<file path="src/rtl/aes_round_seq.sv">
// Round sequencer for an external AES T-table round block: walks the round keys through a
// synchronous key RAM, feeds each round to the block and captures its result.
module aes_round_seq #(
    parameter int unsigned NR      = 10,
    parameter int unsigned BLK_LAT = 4
) (
    input  logic         bram_clk,
    input  logic         rst_n,
    input  logic         start,
    input  logic         mode,
    input  logic [127:0] text_in,
    output logic [3:0]   rk_addr,
    input  logic [127:0] rk_data,
    output logic [127:0] blk_din,
    output logic [127:0] blk_key,
    output logic         E_D,
    output logic         T_S,
    input  logic [127:0] blk_dout,
    output logic         busy,
    output logic         done,
    output logic [127:0] text_out
);

    localparam logic [3:0]  NR_L = 4'(NR);
    localparam int unsigned CW   = (BLK_LAT > 1) ? $clog2(BLK_LAT) : 1;
    localparam logic [CW-1:0] WAIT_LAST = CW'(BLK_LAT - 1);

    typedef enum logic [2:0] {
        StIdle,
        StKey0,
        StAdd0,
        StWait,
        StCapt,
        StDone
    } state_e;

    state_e          st_q, st_d;
    logic [3:0]      round_q, round_d;
    logic [CW-1:0]   cnt_q, cnt_d;
    logic [3:0]      rk_addr_q, rk_addr_d;
    logic            mode_q, mode_d;
    logic [127:0]    state_q, state_d;
    logic [127:0]    text_out_q, text_out_d;
    logic            busy_q, busy_d;
    logic            done_q, done_d;
    logic            t_s_q, t_s_d;
    logic            e_d_q, e_d_d;

    // Decrypt walks the key RAM backwards; it already holds the inverse-cipher keys.
    function automatic logic [3:0] key_idx(input logic m, input logic [3:0] i);
        return m ? (NR_L - i) : i;
    endfunction

    always_comb begin
        st_d       = st_q;
        round_d    = round_q;
        cnt_d      = cnt_q;
        rk_addr_d  = rk_addr_q;
        mode_d     = mode_q;
        state_d    = state_q;
        text_out_d = text_out_q;

        unique case (st_q)
            StIdle: begin
                if (start) begin
                    state_d   = text_in;
                    mode_d    = mode;
                    rk_addr_d = key_idx(mode, 4'd0);
                    round_d   = 4'd0;
                    st_d      = StKey0;
                end
            end
            StKey0: begin
                rk_addr_d = key_idx(mode_q, 4'd1);
                st_d      = StAdd0;
            end
            StAdd0: begin
                state_d = state_q ^ rk_data;
                round_d = 4'd1;
                cnt_d   = WAIT_LAST;
                st_d    = StWait;
            end
            StWait: begin
                if (cnt_q == '0) begin
                    st_d = StCapt;
                    // Next key is requested on entry to CAPT so it is in rk_data for the next WAIT.
                    if (round_q != NR_L) begin
                        rk_addr_d = key_idx(mode_q, 4'(round_q + 4'd1));
                    end
                end else begin
                    cnt_d = cnt_q - 1'b1;
                end
            end
            StCapt: begin
                state_d = blk_dout;
                if (round_q == NR_L) begin
                    text_out_d = blk_dout;
                    st_d       = StDone;
                end else begin
                    round_d = 4'(round_q + 4'd1);
                    cnt_d   = WAIT_LAST;
                    st_d    = StWait;
                end
            end
            StDone: begin
                st_d = StIdle;
            end
            default: begin
                st_d = StIdle;
            end
        endcase

        busy_d = (st_d != StIdle);
        done_d = (st_d == StDone);
        t_s_d  = ((st_d == StWait) || (st_d == StCapt)) && (round_d == NR_L);
        e_d_d  = mode_d;
    end

    always_ff @(posedge bram_clk or negedge rst_n) begin
        if (!rst_n) begin
            st_q       <= StIdle;
            round_q    <= 4'd0;
            cnt_q      <= '0;
            rk_addr_q  <= 4'd0;
            mode_q     <= 1'b0;
            state_q    <= '0;
            text_out_q <= '0;
            busy_q     <= 1'b0;
            done_q     <= 1'b0;
            t_s_q      <= 1'b0;
            e_d_q      <= 1'b0;
        end else begin
            st_q       <= st_d;
            round_q    <= round_d;
            cnt_q      <= cnt_d;
            rk_addr_q  <= rk_addr_d;
            mode_q     <= mode_d;
            state_q    <= state_d;
            text_out_q <= text_out_d;
            busy_q     <= busy_d;
            done_q     <= done_d;
            t_s_q      <= t_s_d;
            e_d_q      <= e_d_d;
        end
    end

    assign rk_addr  = rk_addr_q;
    assign blk_din  = state_q;
    assign blk_key  = ((st_q == StWait) || (st_q == StCapt)) ? rk_data : '0;
    assign E_D      = e_d_q;
    assign T_S      = t_s_q;
    assign busy     = busy_q;
    assign done     = done_q;
    assign text_out = text_out_q;

endmodule

</file>
<file path="config.mk">
export PLATFORM = sky130hd
export DESIGN_NAME = aes_round_seq
export DESIGN_NICKNAME = d
export VERILOG_FILES = /design/src/rtl/aes_round_seq.sv
export SDC_FILE = /design/constraint.sdc
export NUM_CORES = 1
export LEC_CHECK = 0
export CAP_MARGIN = 25
export CORE_AREA = 4 4 304 306
export CTS_BUF_LIST = sky130_fd_sc_hd__clkbuf_4
export DETAILED_ROUTE_END_ITERATION = 8
export DIE_AREA = 0 0 308 310
export PLACE_DENSITY = 0.44
export SLEW_MARGIN = 20
export SYNTH_ARGS = -nofsm -noshare
export SYNTH_HDL_FRONTEND = slang
export SYNTH_SLANG_ARGS = --single-unit
</file>
<file path="constraint.sdc">
create_clock -name bram_clk -period 4.3 [get_ports bram_clk]
set_clock_uncertainty 0.2 [all_clocks]
set_input_delay 0.86 -clock bram_clk [delete_from_list [all_inputs] [get_ports bram_clk]]
set_output_delay 0.86 -clock bram_clk [all_outputs]
set_load 0.005 [all_outputs]
</file>
Word-level counts from Yosys, hierarchy flattened

Index checks and enable logic that the tools add are counted.

Flip-flop bits (word level): 273
Input bits: 388
Output and inout port bits: 392
Logic and storage cells: 63

Add/sub/neg operators: 3
Equality and inequality tests: 15
Mux-type cells: 20
Bitwise operators: 1
Reductions and logical operators: 14

Operators with widths:

| kind                                                             | count |
|---|---|
| 128-bit one-hot mux with 3 select lines                          | 1 |
| 128-bit two-way mux                                              | 2 |
| 128-bit XOR                                                      | 1 |
| 4-bit two-way mux                                                | 8 |
| 4-bit one-hot mux with 3 select lines                            | 2 |
| 3-bit one-hot mux with 5 select lines                            | 1 |
| 3-bit nonzero test                                               | 4 |
| 2-bit inequality test (second input constant)                    | 5 |
| 3-bit by 2-bit == test with 1-bit output (second input constant) | 3 |
| 3-bit == test (second input constant)                            | 3 |
| 3-bit two-way mux                                                | 3 |
| 4-bit == test (second input constant)                            | 2 |
| 2-bit one-hot mux with 3 select lines                            | 1 |
| 2-bit AND reduction                                              | 3 |
| 4-bit by 1-bit adder with 4-bit output (second input constant)   | 1 |
| 2-bit two-way mux                                                | 2 |
| 4-bit inequality test (second input constant)                    | 1 |
| 4-bit AND reduction                                              | 1 |
| 4-bit subtractor (first input constant)                          | 1 |
| 3-bit by 1-bit == test with 1-bit output (second input constant) | 1 |
| 3-bit zero test                                                  | 1 |
| 3-bit AND reduction                                              | 1 |
| 2-bit zero test                                                  | 1 |
| 1-bit logical OR                                                 | 2 |
| other kinds (2)                                                  | 2 |

Longest topological paths before layout

Gate-level depths: netlist (run 1).

Depth in word-level cells: 6
Depth in mapped cells: 8
Mapped depth without buffers: 6

Worst setup path after synthesis (run 1)

OpenSTA, ideal clock, no wires.

Kind: register to output
Start: register st_q[0]
End: output port blk_key[100]
Data arrival time: 1.614 ns
Required time: 3.240 ns
Path slack: 1.626 ns
Stages on the path, launching flop included: 7
Path buffers: 3
Cell sequence: dfrtp_1 buf_2 or3b_1 nand2_1 clkbuf_1 clkbuf_1 and2_1

Longest elaborated chain between the ends: 3
Elaborated cells on any way between the ends: 4
Those cells by class: 2 x eq/ne; 1 x mux; 1 x reduce/logical

RTL lines:

| element                                                                   | RTL line | RTL |
|---|---|---|
| from (decl)                                                               | 37       | `state_e st_q, st_d;` |
| from (signal assigned)                                                    | 121      | `st_q <= StIdle;` |
| from (signal assigned)                                                    | 133      | `st_q <= st_d;` |
| 3-bit by 2-bit == test with 1-bit output or 3-bit == test (tied branches) | 149      | `assign blk_key = ((st_q == StWait) \|\| (st_q == StCapt)) ? rk_data : '0;` |
| 1-bit logical OR *                                                        | 149      |  |
| 128-bit two-way mux *                                                     | 149      |  |
| to (decl)                                                                 | 15       | `output logic [127:0] blk_key,` |

Mark *: on every way between the ends. The rest lies on a longest branch, timed or not.

Worst setup path in the final report (run 1)

Start: register st_q[1]
End: output port blk_key[26]

The elaborated chain is that of the path after synthesis.

==> results.sh, run 1 <==
export IMPL_grt_overflow=0
export IMPL_swShare=0.384
export IMPL_synthAdderAreaFrac=0.00253
export IMPL_num_nets_final=2572
export IMPL_antenna_found_initial=14
export IMPL_crit_family="simple AND/OR/NAND/NOR gates"
export IMPL_synth_xor_area_frac=0.00177
export IMPL_arrival_ns=2.97
export IMPL_final_common_cell="clkdlybuf4s50_1"
export IMPL_worstPathRequired_ns=3.24
export IMPL_p_clk_frac=0.195
export IMPL_die_area_um2=95500
export IMPL_synth_area_um2=14800
export IMPL_hold_ws_ns=0.287
export IMPL_final_cell_mix="clkdlybuf4s50_1, dfrtp_1, nor2_1, o21ai_0, clkbuf_4"
export IMPL_worstSkewPairLatency_ns=0.79
export IMPL_grt_pass1_wl_um=107000
export IMPL_cpMaxStageDelayCell="or3b_4"
export IMPL_cts_max_level=3
export IMPL_die_h_um=310
export IMPL_drt_iter0_markers=636
export IMPL_synth_compound_area_share=0.225
export IMPL_synth_seq_cells=273
export IMPL_hold_violations=0
export IMPL_drt_drc_violations_left=0
export IMPL_maxCapViolations=0
export IMPL_cp_end_kind="output pin"
export IMPL_p_per_area_nw_per_um2=537
export IMPL_syn_nets=1775
export IMPL_synth_ff_type="dfrtp_1"
export IMPL_die_w_um=308
export IMPL_cts_sinks=273
export IMPL_post_drt_wl_per_cell_um=21.7
export IMPL_worst_slew_pin_slew_ns=0.950
export IMPL_synth_top_family_by_area="compound AO/OA/AOI/OAI gates"
export IMPL_setup_violations=0
export IMPL_clkTransAtPathRegs_ns=0.06
export IMPL_power_share_sequential=0.287
export IMPL_yosys_mux_area_fraction=0.100
export IMPL_n_fill_cell=9383
export IMPL_ioPinCount=780
export IMPL_grt_pass1_vias=15754
export IMPL_multiInputGateArea_um2=7470
export IMPL_drive_gt1_frac=0.140
export IMPL_fin_crit_ns=4.03
export IMPL_synth_edf_count=0
export IMPL_slew_headroom=0.366
export IMPL_grt_total_usage=0.149
export IMPL_rsz0062_at_grt="no"
export IMPL_core_um2=89600
export IMPL_power_leakage_uw=0.00948
export IMPL_vias_per_cell=4.28
export IMPL_finalWirelength_um=74200
export IMPL_cts_root_buf="clkbuf_4"
export IMPL_slew_violations=0
export IMPL_synth_distinct_cells=45
export IMPL_detail_route_antenna_nets=0
export IMPL_netlist_instances=1384
export IMPL_min_period_over_period=0.936
export IMPL_regToRegSetupSlack_ns=1.37
export IMPL_synthArstFlopShare=1.00
export IMPL_hold_path_class="reg2reg"
export IMPL_port_buffers=779
export IMPL_place_congestion=0.806
export IMPL_crit_chain="or3b_4, nand2_8, buf_16, and2_1, clkdlybuf4s50_1"
export IMPL_clockBufferDepth=3
export IMPL_fp_row_count=110
export IMPL_switchingPower_uw=5180
export IMPL_vdd_drop_max_uv=329
export IMPL_finalSetupTns_ns=0
export IMPL_numCtsBuffers=90
export IMPL_cp_start_kind="flop"
export IMPL_yosys_warnings=0
export IMPL_synth_simple_gate_area_share=0.171
export IMPL_dp_hpwl_um=55000
export IMPL_tritoncts="done"
export IMPL_seq_area_um2=6840
export IMPL_firstDrtPassIters=5
export IMPL_internal_power_uw=8320
export IMPL_vias=14626
export IMPL_grt_max_degree=137
export IMPL_path_class="reg2out"
export IMPL_max_freq_mhz=248
export IMPL_syn_to_final_growth_pct=69.9
export IMPL_ys_seq_area_frac=0.461
export IMPL_initial_utilization=0.165
export IMPL_crit_buf_inv=2
export IMPL_critical_path_max_stage_delay_ns=0.53
export IMPL_path_max_fanout=61
export IMPL_syn_avg_cell_area_um2=10.7
export IMPL_p_comb_frac=0.518
export IMPL_status="finished, final reports clean"
[synth_stat cells (2+ instances only)]
cell	instances	area (um2)
o21ai_0	136	681
buf_2	36	180
inv_1	5	18.8
nor3_1	4	20.0
and2_1	130	813
nand2b_1	2	12.5
o211ai_1	2	15.0
mux2_1	130	1460
ha_1	3	37.5
nand3b_1	3	22.5
inv_2	2	7.51
dfrtp_1	273	6830
nand4_1	3	18.8
nor2_1	136	510
a21oi_1	9	45.0
or3b_1	2	17.5
a221oi_1	9	78.8
nand3_1	2	10.0
and3_1	3	18.8
buf_1	3	11.3
mux2_2	2	22.5
xnor2_1	2	17.5
o21ai_1	128	641
nor3b_1	130	976
or3_1	2	12.5
nand2_1	12	45.0
nor2b_1	3	18.8
a221oi_2	120	1800
buf_4	12	90.1
clkbuf_1	65	244
[area by class of cell]
class | instances | area share
Timing Repair Buffer | 821 | 0.330
Multi-Input combinational cell | 988 | 0.297
Sequential cell | 273 | 0.272
Tap cell | 1176 | 0.0585
Clock buffer | 131 | 0.0391
Clock inverter | 14 | 0.00283
Inverter | 7 | 0.00104
Antenna cell | 5 | 0.000497
[per-stage QoR]
step | cells | util | setup slack (ns) | cell area, um2 | total power (uW)
2_1_floorplan | 1384 | - | 1.63 | 14800 | 6850
5_1_grt | 3414 | 0.281 | 0.0178 | 25200 | 14600
4_1_cts | 3410 | 0.281 | 0.0646 | 25200 | 13900
6_report | 3415 | 0.281 | 0.274 | 25200 | 13500
3_5_place_dp | 3259 | 0.268 | 0.649 | 24000 | 10900
3_3_place_gp | 3259 | 0.268 | 0.730 | 24000 | 10800
[worst paths after layout]
| check | startpoint | end | cells past startpoint |
|---|---|---|---|
| max | st_q[1]$_DFF_PN0_ | blk_key[26] | 5 |
| min | text_out[84]$_DFFE_PN0N_ | text_out[84]$_DFFE_PN0N_ | 1 |
| max reg2reg | round_q[0]$_DFF_PN0_ | text_out[48]$_DFFE_PN0N_ | 6 |
| min reg2reg | text_out[84]$_DFFE_PN0N_ | text_out[84]$_DFFE_PN0N_ | 1 |
| max in group asynchronous | rst_n | text_out[55]$_DFFE_PN0N_ | 3 |
| min in group asynchronous | rst_n | blk_din[1]$_DFFE_PN0P_ | 2 |
[state kept, by name (all words and copies together) (netlist names)]
| signal | flops |
|---|---|
| done | 1 |
| st_q | 3 |
| rk_addr | 4 |
| blk_din | 128 |
| cnt_q | 2 |
| E_D | 1 |
| busy | 1 |
| round_q | 4 |
| T_S | 1 |
| text_out | 128 |
[power groups by stage]
| stage | sequential, uW | combinational, uW | clock [uW] |
|---|---|---|---|
| 6_report | 3880 | 6990 | 2640 |
| 2_1_floorplan | 3810 | 3030 | 0 |
| 3_3_place_gp | 3870 | 6940 | 0 |
| 3_5_place_dp | 3910 | 7040 | 0 |
| 5_1_grt | 3990 | 7640 | 2950 |
| 4_1_cts | 3880 | 7160 | 2830 |
[cells by family after synthesis]
logic type	count (synthesis)
buf+inv	124
compound gates	413
flops	273
simple gates	436
fa+ha+maj	3
xor+xnor	3
mux	132
[timing repair]
action,in CTS,in global routing
endpoints found under the setup margin,100,0
endpoints found under the hold margin,73,0
hold buffers,1,0
buffers inserted,4,0
resized for setup,7,0
[per-layer routing]
metal	wire length [um]	GRT usage
met5	54	0
met4	2320	0.0558
met3	5830	0.0478
met2	37400	0.261
met1	28600	0.169
No activity file was read; power rests on OpenSTA's default activity.
==> run 2, diff against run 1 <==
Settings changed: GPL_ROUTABILITY_DRIVEN set to 0.
==> results of run 2 <==
Final layout, timing and power as in run 1 (identical DEF).
